===== src/rtl/uart_tx_cfg.sv =====
// UART transmitter with elaboration-time frame format: data width, parity mode, stop bits.
// One word per accepted request, LSB first, line idles high, Done pulses as Ready returns.
module uart_tx_cfg #(
  parameter int unsigned CLOCKS_PER_BIT = 217,
  parameter int unsigned DATA_BITS      = 8,
  parameter int unsigned PARITY         = 0,
  parameter int unsigned STOP_BITS      = 1
) (
  input  logic                 i_Clk,
  input  logic                 i_Rst,
  input  logic [DATA_BITS-1:0] i_TX_Byte,
  input  logic                 i_TX_DV,
  output logic                 o_TX_Ready,
  output logic                 o_TX_Active,
  output logic                 o_TX_Serial,
  output logic                 o_TX_Done
);

  localparam int unsigned CNT_W = (CLOCKS_PER_BIT > 2) ? $clog2(CLOCKS_PER_BIT) : 1;
  localparam int unsigned BIT_W = $clog2(DATA_BITS);
  localparam logic [CNT_W-1:0] CNT_LAST  = CNT_W'(CLOCKS_PER_BIT - 1);
  localparam logic [BIT_W-1:0] DATA_LAST = BIT_W'(DATA_BITS - 1);
  localparam logic [BIT_W-1:0] STOP_LAST = BIT_W'(STOP_BITS - 1);
  localparam logic             ODD_PAR   = (PARITY == 2);

  if (CLOCKS_PER_BIT < 2 || CLOCKS_PER_BIT > 65535) begin : g_bad_cpb
    $error("uart_tx_cfg: CLOCKS_PER_BIT out of range 2..65535");
  end
  if (DATA_BITS < 5 || DATA_BITS > 9) begin : g_bad_data
    $error("uart_tx_cfg: DATA_BITS out of range 5..9");
  end
  if (PARITY > 2) begin : g_bad_parity
    $error("uart_tx_cfg: PARITY must be 0, 1 or 2");
  end
  if (STOP_BITS < 1 || STOP_BITS > 2) begin : g_bad_stop
    $error("uart_tx_cfg: STOP_BITS must be 1 or 2");
  end

  typedef enum logic [2:0] {
    S_IDLE,
    S_START,
    S_DATA,
    S_PARITY,
    S_STOP
  } state_t;

  state_t               state_q, state_d;
  logic [CNT_W-1:0]     cnt_q, cnt_d;
  logic [BIT_W-1:0]     bit_q, bit_d;
  logic [DATA_BITS-1:0] sh_q, sh_d;
  logic                 par_q, par_d;
  logic                 serial_q, serial_d;
  logic                 ready_q, ready_d;
  logic                 active_q;
  logic                 done_q, done_d;
  logic                 bit_end_c;

  assign bit_end_c = (cnt_q == CNT_LAST);

  always_ff @(posedge i_Clk or posedge i_Rst) begin
    if (i_Rst) begin
      state_q  <= S_IDLE;
      cnt_q    <= '0;
      bit_q    <= '0;
      sh_q     <= '0;
      par_q    <= 1'b0;
      serial_q <= 1'b1;
      ready_q  <= 1'b1;
      active_q <= 1'b0;
      done_q   <= 1'b0;
    end else begin
      state_q  <= state_d;
      cnt_q    <= cnt_d;
      bit_q    <= bit_d;
      sh_q     <= sh_d;
      par_q    <= par_d;
      serial_q <= serial_d;
      ready_q  <= ready_d;
      active_q <= ~ready_d;
      done_q   <= done_d;
    end
  end

  // Serial level is decided one cycle ahead so the line comes straight from a flop.
  always_comb begin
    state_d  = state_q;
    cnt_d    = cnt_q;
    bit_d    = bit_q;
    sh_d     = sh_q;
    par_d    = par_q;
    serial_d = serial_q;
    ready_d  = ready_q;
    done_d   = 1'b0;

    if (state_q != S_IDLE) begin
      cnt_d = bit_end_c ? '0 : cnt_q + CNT_W'(1);
    end

    case (state_q)
      S_IDLE: begin
        serial_d = 1'b1;
        ready_d  = 1'b1;
        if (i_TX_DV) begin
          sh_d     = i_TX_Byte;
          par_d    = (^i_TX_Byte) ^ ODD_PAR;
          cnt_d    = '0;
          state_d  = S_START;
          serial_d = 1'b0;
          ready_d  = 1'b0;
        end
      end
      S_START: begin
        if (bit_end_c) begin
          state_d  = S_DATA;
          bit_d    = '0;
          serial_d = sh_q[0];
        end
      end
      S_DATA: begin
        if (bit_end_c) begin
          if (bit_q == DATA_LAST) begin
            bit_d = '0;
            if (PARITY != 0) begin
              state_d  = S_PARITY;
              serial_d = par_q;
            end else begin
              state_d  = S_STOP;
              serial_d = 1'b1;
            end
          end else begin
            bit_d    = bit_q + BIT_W'(1);
            sh_d     = {1'b0, sh_q[DATA_BITS-1:1]};
            serial_d = sh_q[1];
          end
        end
      end
      S_PARITY: begin
        if (bit_end_c) begin
          state_d  = S_STOP;
          bit_d    = '0;
          serial_d = 1'b1;
        end
      end
      S_STOP: begin
        serial_d = 1'b1;
        if (bit_end_c) begin
          if (bit_q == STOP_LAST) begin
            state_d = S_IDLE;
            ready_d = 1'b1;
            done_d  = 1'b1;
          end else begin
            bit_d = bit_q + BIT_W'(1);
          end
        end
      end
      default: begin
        state_d  = S_IDLE;
        serial_d = 1'b1;
        ready_d  = 1'b1;
      end
    endcase
  end

  assign o_TX_Ready  = ready_q;
  assign o_TX_Active = active_q;
  assign o_TX_Serial = serial_q;
  assign o_TX_Done   = done_q;

endmodule


===== config.mk =====
export PLATFORM = sky130hd
export DESIGN_NAME = uart_tx_cfg
export DESIGN_NICKNAME = d
export VERILOG_FILES = /design/src/rtl/uart_tx_cfg.sv
export SDC_FILE = /design/constraint.sdc
export NUM_CORES = 1
export LEC_CHECK = 0
export CORE_AREA = 4 4 66 68
export DETAILED_ROUTE_END_ITERATION = 10
export DIE_AREA = 0 0 70 72
export GPL_TIMING_DRIVEN = 0
export HOLD_SLACK_MARGIN = 0.02
export PLACE_DENSITY_LB_ADDON = 0.08
export SYNTH_ARGS = -nofsm -noshare
export SYNTH_HDL_FRONTEND = slang
export SYNTH_SLANG_ARGS = --single-unit

===== constraint.sdc =====
create_clock -name i_Clk -period 1.75 [get_ports i_Clk]
set_input_delay 0.2625 -clock i_Clk [delete_from_list [all_inputs] [get_ports i_Clk]]
set_output_delay 0.2625 -clock i_Clk [all_outputs]
set_load 0.01 [all_outputs]

Yosys cells after proc, flatten, opt, wreduce, memory -nomap -nowiden

Index checks and enable logic that the tools add are counted.

Flip-flop bits (word level): 26
Input port bits: 11
Output and inout bits: 4
Word-level logic and storage cells: 72

$add $sub $neg: 2
Equality and inequality tests: 16
Multiplexer cells: 34
Bitwise operators: 1
Reduce and logical (&&, ||, !) cells: 11

Operators by type and width:

| cell                | count |
|---|---|
| $mux 8              | 7 |
| $mux 3              | 12 |
| $ne 2x2->1 const B  | 9 |
| $pmux 8 s2          | 1 |
| $pmux 3 s5          | 1 |
| $mux 1              | 10 |
| $pmux 3 s3          | 1 |
| $add 8x1->8 const B | 1 |
| $eq 8x8->1 const B  | 1 |
| $reduce_and 7->1    | 1 |
| $eq 3x2->1 const B  | 2 |
| $eq 3x3->1 const B  | 2 |
| $logic_not 3->1     | 2 |
| $reduce_bool 3->1   | 2 |
| $reduce_and 5->1    | 1 |
| $pmux 1 s4          | 1 |
| $reduce_and 4->1    | 1 |
| $add 3x1->3 const B | 1 |
| $eq 3x1->1 const B  | 1 |
| $pmux 1 s3          | 1 |
| $reduce_and 3->1    | 1 |
| $reduce_or 3->1     | 1 |
| $ne 2x1->1 const B  | 1 |
| $reduce_bool 2->1   | 1 |
| 2 further kinds     | 2 |

Logic depth before layout (Yosys ltp)

Gate-level depths: netlist of run 1.

Word-level depth: 5
Mapped depth: 7
Depth with buffers taken out: 6

Least setup slack after synthesis of run 1

Ideal clock, no wire load.

Kind: register to register
Start point: reg cnt_q[0]
End point: reg sh_q[0]
Setup time: 0.125 ns
Data arrival time: 1.581 ns
Data required time: 1.625 ns
Slack: 0.044 ns
Cell stages (with the launch flop): 7
Path buffers: 0
Path through: dfrtp_1 > inv_1 > ha_1 > and4bb_2 > nand4_4 > a21oi_4 > mux2_2

Cells in the longest elaborated chain, start to end: 3

RTL lines:

| item                              | RTL line | text |
|---|---|---|
| start, declared                   | 48       | `logic [CNT_W-1:0] cnt_q, cnt_d;` |
| start signal, assigned            | 73       | `cnt_q <= cnt_d;` |
| $eq 8x8->1                        | 58       | `assign bit_end_c = (cnt_q == CNT_LAST);` |
| $ne 2x2->1 (no source line)       | --       |  |
| $reduce_and 4->1 (no source line) | --       |  |
| end signal, assigned              | 65       | `sh_q <= '0;` |
| end signal, assigned              | 75       | `sh_q <= sh_d;` |
| end, declared                     | 50       | `logic [DATA_BITS-1:0] sh_q, sh_d;` |

No other way between the ends.
A chain may end at the register's enable or synchronous reset.

Final worst setup path of run 1

Start point: reg cnt_q[1]
End point: reg sh_q[5]

Same word-level chain as after synthesis.

==> impl_metrics.csv, run 1 <==
group,metric,value,unit
critical_path,path_class,"flip-flop to flip-flop",
global_routing,antenna_found_initial,0,
yosys,ys_warn_count,0,
clock_tree,clk_pin_slew,100,ps
timing,hold_violations,0,
clock_tree,htree_levels,1,
detailed_routing,wire_per_inst,14.8,um
detailed_routing,viasPerCell,5.32,
min_path,hold_path.class,"flip-flop to flip-flop",
final_layout,areaGrowthSynthToFinish,23.5,%
die,die_h,72,um
placement,routabilityCongestion,0.804,
placement,io_buffers,14,
power_and_ir_drop,p_per_area,560,nW/um2
clock_tree,clk_latency,270,ps
global_routing,grt_util_all_layers,13.3,%
final_layout,n_fill_cell,384,
timing,rsz0062_at_grt,"true",
die,num_rows,23,
yosys,synth_ff_type,"dfrtp_1",
clock_tree,cts_tree,"done",
die,dieArea,5040,um2
final_layout,multiInputGateArea,768,um2
detailed_routing,routed-via-count,1112,
yosys,synth_top_area_share,41.3,%
yosys,yosysUniqueCellTypes,39,
global_routing,grt_pass1_vias,1229,
outcome,status,"complete, but fails checks",
yosys,yosysTopAreaCell,"dfrtp_1",
yosys,synthArstFlopShare,100,%
power_and_ir_drop,finalPower,1.01,mW
job,drv_cap,0,
yosys,ys_seq_elements,26,
global_routing,grt_pass1_wl,5520,um
yosys,synthTopCellsByArea,"dfrtp_1 41%, mux2_2 12%, ha_1 4.3%",
global_routing,overflow,0,
final_layout,diodes,0,
clock_tree,cts_root_buffer,"clkbuf_8",
final_layout,register_area,653,um2
critical_path,start_kind,"flip-flop",
timing,fin_crit,1810,ps
timing,final-setup-viol-count,8,
min_path,min_path_cells,1,
die,io_pins,15,
timing,tightest_slew,1060,ps
die,core_region_area,3860,um2
outcome,violations,"negative setup slack",
critical_path,path_max_fanout,5,
clock_tree,cts_num_sinks,26,
final_layout,drive_above_1_share,26.4,%
critical_path,end_kind,"flip-flop",
timing,fin_skew,8.53,ps
timing,report.final.slew_viol_count,0,
yosys,netlist_instances,135,
power_and_ir_drop,leakage,0.770,nW
yosys,synth.avg_cell_area,10.8,um2
timing,fin_ws,-57.6,ps
die,start_util,37.7,%
detailed_routing,drc_errors,0,
timing,slew_headroom,29.4,%
detailed_routing,drt_pre_antenna_iters,4,
yosys,synth_enable_flop_cells,0,
global_routing,grt_start_max_net_pins,27,
timing,fmax,0.553,GHz
timing,fin_crit_sh,103,%
critical_path,cp.arrival,1980,ps
final_layout,layout.nets,176,
critical_path,cp_data_required_time,1920,ps
yosys,ys_seq_area_share,44.9,%
power_and_ir_drop,peakVddDrop,0.326,mV
timing,tns,-395,ps
yosys,syn_nets,151,
placement,dp_hpwl,2130,um
yosys,syn-cell-area,1460,um2
detailed_routing,dr.first_iter.drc_count,69,
critical_path,ff2ff_path_depth,7,
die,die_w,70,um
clock_tree,cts_buffer_depth,2,
clock_tree,cts_buffers,3,
detailed_routing,totalWireLength,3090,um
detailed_routing,ant_nets,0,
clock_tree,ctsHoldBuffers,0,
[sequential cells by signal, indices dropped and copies added (netlist names)]
| name | flops |
|---|---|
| bit_q | 3 |
| cnt_q | 8 |
| o_TX_Done | 1 |
| sh_q | 8 |
| o_TX_Serial | 1 |
| o_TX_Ready | 1 |
| state_q | 3 |
| o_TX_Active | 1 |
[power breakdown]
part	total (mW)	switching [mW]	internal [mW]	leakage (nW)
combinational	0.0452	0.0193	0.0259	0.416
clock	0.361	0.197	0.163	0.0228
sequential	0.601	0	0.601	0.331
[stage by stage]
stage | cells | setup slack, ps | hold slack, ps | utilization [%] | area (um2)
6_report | 209 | -57.6 | 516 | 46.6 | 1800
5_1_grt | 209 | -114 | 535 | 46.6 | 1800
4_1_cts | 208 | -44.8 | 518 | 46.3 | 1790
3_5_place_dp | 199 | -168 | 494 | 43.0 | 1660
3_3_place_gp | 199 | -117 | 485 | 43.0 | 1660
2_1_floorplan | 135 | 43.9 | 301 | - | 1460
[logic make-up after synthesis]
| family | count (synthesis) | share of synthesized area, % |
|---|---|---|
| AOI/OAI and AO/OA | 37 | 17.9 |
| and+or+nand+nor | 34 | 14.8 |
| DFF | 26 | 44.9 |
| muxes | 17 | 13.0 |
| buffers and inverters | 16 | 5.16 |
| adders and majority gates | 5 | 4.30 |
[worst paths after layout]
path | startpoint | to | slack, ps
min in group asynchronous | i_Rst | sh_q[4]$_DFFE_PP0P_ | 540
worst min register to register | sh_q[6]$_DFFE_PP0P_ | sh_q[6]$_DFFE_PP0P_ | 520
worst min-delay path | sh_q[6]$_DFFE_PP0P_ | sh_q[6]$_DFFE_PP0P_ | 520
worst max-delay path | cnt_q[1]$_DFF_PP0_ | sh_q[5]$_DFFE_PP0P_ | -60
max in group asynchronous | i_Rst | bit_q[1]$_DFFE_PP0P_ | 570
worst max register to register | cnt_q[1]$_DFF_PP0_ | sh_q[5]$_DFFE_PP0P_ | -60
[cells in the mapped netlist, types with 2 or more instances]
library cell and instances:
a21o_1 3, a21oi_1 5, a31oi_1 2, a41o_1 2
and3_1 2, buf_4 4, clkbuf_1 2, dfrtp_1 24
dfstp_2 2, ha_1 5, inv_1 10, mux2_2 15
mux2i_1 2, nand2_1 8, nand2b_1 3, nand3_1 4
nor2_1 5, nor3b_1 2, o21a_1 2, o21ai_0 12
o32ai_1 2, or3_1 2
[layer usage]
metal  GRT usage (%)  part of all wire (%)  vias to the layer above
met5               0                     0                        -
met4            4.47                   1.1                        0
met3            2.22                   2.0                        4
met2            23.6                    49                       10
met1            16.5                    47                      556
li1                -                     -                      542
[layout make-up]
| class | count | area share, % |
|---|---|---|
| Inverter | 10 | 2.09 |
| Multi-Input combinational cell | 93 | 42.8 |
| Buffer | 6 | 2.09 |
| Clock buffer | 4 | 2.51 |
| Sequential cell | 26 | 36.4 |
| Tap cell | 50 | 3.48 |
| Timing Repair Buffer | 20 | 10.7 |
[what timing repair did]
item                       in CTS  in global routing
gates resized for setup        13                  1
setup endpoints to repair       8                  9
setup buffers                   5                  1
pin swaps                       1                  0
[cells in the final DEF (no fill, tap or decap), types with 3 or more instances in the layout]
cell / n
nand3_1: 4
nor2_1: 4
o21ai_0: 12
clkdlybuf4s50_1: 14
a21oi_1: 5
ha_1: 4
inv_1: 8
nand2_1: 8
a21o_1: 3
buf_4: 8
mux2_4: 7
dfrtp_1: 24
nand2b_1: 3
clkbuf_1: 3
mux2_2: 8
clkbuf_8: 3
[critical path, cell delays in order (launching register included)]
cell and delay (ps):
dfrtp_1 410, inv_2 90, ha_4 120, and4bb_2 280
nand4_4 160, a21oi_4 190, buf_6 150, mux2_4 300
Power figures use the tool's default switching activity.
==> run 2, diff against run 1 <==
--- a/config.mk
+++ b/config.mk
@@ -5,9 +5,9 @@
 export SDC_FILE = /design/constraint.sdc
 export NUM_CORES = 1
 export LEC_CHECK = 0
-export CORE_AREA = 4 4 66 68
+export CORE_AREA = 4 4 78 58
 export DETAILED_ROUTE_END_ITERATION = 10
-export DIE_AREA = 0 0 70 72
+export DIE_AREA = 0 0 82 62
 export GPL_TIMING_DRIVEN = 0
 export HOLD_SLACK_MARGIN = 0.02
 export PLACE_DENSITY_LB_ADDON = 0.08
==> run 2 against run 1 <==
  * The flow still finishes with violations (negative setup slack)
  * Sequential power barely moved
  * Design area is 0.56% higher
  * Combinational power is 2% lower
  * Final cell count rose by 0.48%
  * Largest power group unchanged
==> impl_metrics.csv, run 2 (synthesis results as in run 1) <==
group,metric,value,unit
critical_path,cp.arrival,1950,ps
power_and_ir_drop,seqPwrFrac,57.7,%
final_layout,n_fill_cell,359,
timing,whs,512,ps
global_routing,grt_pass1_wl,4780,um
critical_path,path_class,"flip-flop to flip-flop",
power_and_ir_drop,combPwrFrac,4.3,%
detailed_routing,ant_nets,0,
clock_tree,cts_num_sinks,26,
final_layout,drive_above_1_share,26.6,%
clock_tree,clk_pin_slew,100,ps
timing,tightest_slew,988,ps
clock_tree,cts_buffer_depth,2,
global_routing,grt_start_max_net_pins,27,
power_and_ir_drop,p_sw_share,20.4,%
die,die_w,82,um
timing,hold_violations,0,
critical_path,cp_num_buf_inv,2,
power_and_ir_drop,power.internal,0.828,mW
timing,rsz0062_at_grt,"true",
die,die_h,62,um
clock_tree,cts_buffers,3,
timing,report.final.slew_viol_count,0,
global_routing,antenna_found_initial,0,
placement,io_buffers,14,
power_and_ir_drop,peakVddDrop,0.504,mV
critical_path,crit_path_cell_trace,"inv_2 > ha_4 > and4bb_2 > nand4_4 > a21oi_4 > buf_12 > mux2_4",
die,start_util,38.3,%
outcome,status,"complete, but fails checks",
timing,fin_crit,1790,ps
timing,slew_headroom,34.0,%
detailed_routing,dr.first_iter.drc_count,57,
clock_tree,clk_latency,270,ps
final_layout,layout_commonest_cell,"dfrtp_1",
detailed_routing,routed-via-count,1079,
min_path,hold_path.class,"input pin to async pin",
timing,fin_crit_sh,102,%
critical_path,slowest_delay,410,ps
die,num_rows,19,
global_routing,grt_pass1_vias,1008,
detailed_routing,drt_pre_antenna_iters,4,
final_layout,diodes,0,
critical_path,critPathTopFamily,"simple AND/OR/NAND/NOR gates",
timing,fin_ws,-38.4,ps
final_layout,areaGrowthSynthToFinish,24.2,%
placement,dp_cells,201,
critical_path,start_kind,"flip-flop",
timing,fin_skew,9.18,ps
detailed_routing,wire_per_inst,13.7,um
critical_path,path_depth,7,
clock_tree,ctsHoldBuffers,0,
die,dieArea,5080,um2
outcome,violations,"negative setup slack",
final_layout,instances_no_fill,210,
die,io_pins,15,
detailed_routing,totalWireLength,2870,um
critical_path,cp_slowest_cell,"dfrtp_1",
detailed_routing,drc_errors,0,
timing,fmax,0.559,GHz
clock_tree,htree_levels,1,
clock_tree,cts_root_buffer,"clkbuf_8",
power_and_ir_drop,p_per_area,576,nW/um2
clock_tree,cts_tree,"done",
critical_path,path_max_fanout,8,
power_and_ir_drop,clkPwrFrac,38.0,%
placement,dp_hpwl,1990,um
final_layout,fin_util,47.5,%
critical_path,ff2ff_path_depth,7,
final_layout,layout.nets,175,
detailed_routing,viasPerCell,5.14,
critical_path,end_kind,"flip-flop",
global_routing,overflow,0,
placement,routabilityCongestion,0.783,
global_routing,grt_util_all_layers,12.4,%
timing,final-setup-viol-count,7,
job,drv_cap,0,
critical_path,cp_data_required_time,1910,ps
die,core_region_area,3800,um2
final_layout,largestRegisters,"cnt_q (8), sh_q (8)",
power_and_ir_drop,leakage,0.770,nW
power_and_ir_drop,finalPower,1.04,mW
final_layout,final_cell_mix,"24 x dfrtp_1, 14 x clkdlybuf4s50_1, 12 x o21ai_0",
power_and_ir_drop,power_switching,0.212,mW
run 2: cell count changes in the layout (fill, tap and decap cells not counted), sizes merged:
cell	delta
buf	-1
run 2: what timing repair did:
action                                  CTS  global route
buffers inserted                          4             1
pin swaps                                 2             0
endpoints found under the hold margin     0             0
endpoints found under the setup margin    8             9
gates resized for setup                  11             1
run 2: layout make-up:
type / instances / area [um2] / area share, %
Inverter: 10 / 37.5 / 2.08
Buffer: 6 / 37.5 / 2.08
Timing Repair Buffer: 19 / 190 / 10.5
Multi-Input combinational cell: 93 / 768 / 42.5
Clock buffer: 4 / 55.1 / 3.05
Tap cell: 52 / 65.1 / 3.60
Sequential cell: 26 / 653 / 36.1
run 2: worst register-to-register path, cell delays in order, from the launching register on:
cell and delay, ps:
dfrtp_1 410, inv_2 80, ha_4 130, and4bb_2 270
nand4_4 150, a21oi_4 180, buf_12 150, mux2_4 300
run 2: per-layer routing:
| metal | vias to the layer above | routed length, um | GRT usage (%) | share of wire, % |
|---|---|---|---|---|
| met3 | 2 | 200 | 4.03 | 7.0 |
| met5 | - | 0 | 0 | 0 |
| met2 | 32 | 1250 | 19.4 | 44 |
| met1 | 508 | 1400 | 17.0 | 49 |
| met4 | 0 | 18 | 2.84 | 0.63 |
| li1 | 537 | - | - | - |
run 2: path summary, 6_finish.rpt:
path	startpoint	to	slack, ps
setup / recovery	cnt_q[1]$_DFF_PP0_	sh_q[2]$_DFFE_PP0P_	-40
hold / removal	i_Rst	state_q[1]$_DFFE_PP0P_	510
setup reg to reg	cnt_q[1]$_DFF_PP0_	sh_q[2]$_DFFE_PP0P_	-40
hold reg to reg	sh_q[5]$_DFFE_PP0P_	sh_q[5]$_DFFE_PP0P_	510
max in group asynchronous	i_Rst	sh_q[6]$_DFFE_PP0P_	640
min in group i_Clk	sh_q[5]$_DFFE_PP0P_	sh_q[5]$_DFFE_PP0P_	510
run 2: metrics by stage:
step,TNS [ps],instance area [um2],worst slack (ps)
2_1_floorplan,0,1460,43.9
3_3_place_gp,-745,1660,-109
3_5_place_dp,-1030,1660,-146
4_1_cts,-119,1800,-20.3
5_1_grt,-731,1810,-100
6_report,-239,1810,-38.4
run 2: power by group through the flow:
stage	registers, mW	clock network (mW)	logic (mW)
4_1_cts	0.601	0.406	0.0463
3_3_place_gp	0.612	0	0.0451
5_1_grt	0.601	0.426	0.0505
2_1_floorplan	0.612	0	0.0166
3_5_place_dp	0.612	0	0.0454
6_report	0.600	0.395	0.0444
==> run 3, diff against run 2 <==
--- a/config.mk
+++ b/config.mk
@@ -9,7 +9,6 @@
 export DETAILED_ROUTE_END_ITERATION = 10
 export DIE_AREA = 0 0 82 62
 export GPL_TIMING_DRIVEN = 0
-export HOLD_SLACK_MARGIN = 0.02
 export PLACE_DENSITY_LB_ADDON = 0.08
 export SYNTH_ARGS = -nofsm -noshare
 export SYNTH_HDL_FRONTEND = slang
==> results of run 3 <==
Same layout as run 2: the final DEF is identical, and so are final timing and power.
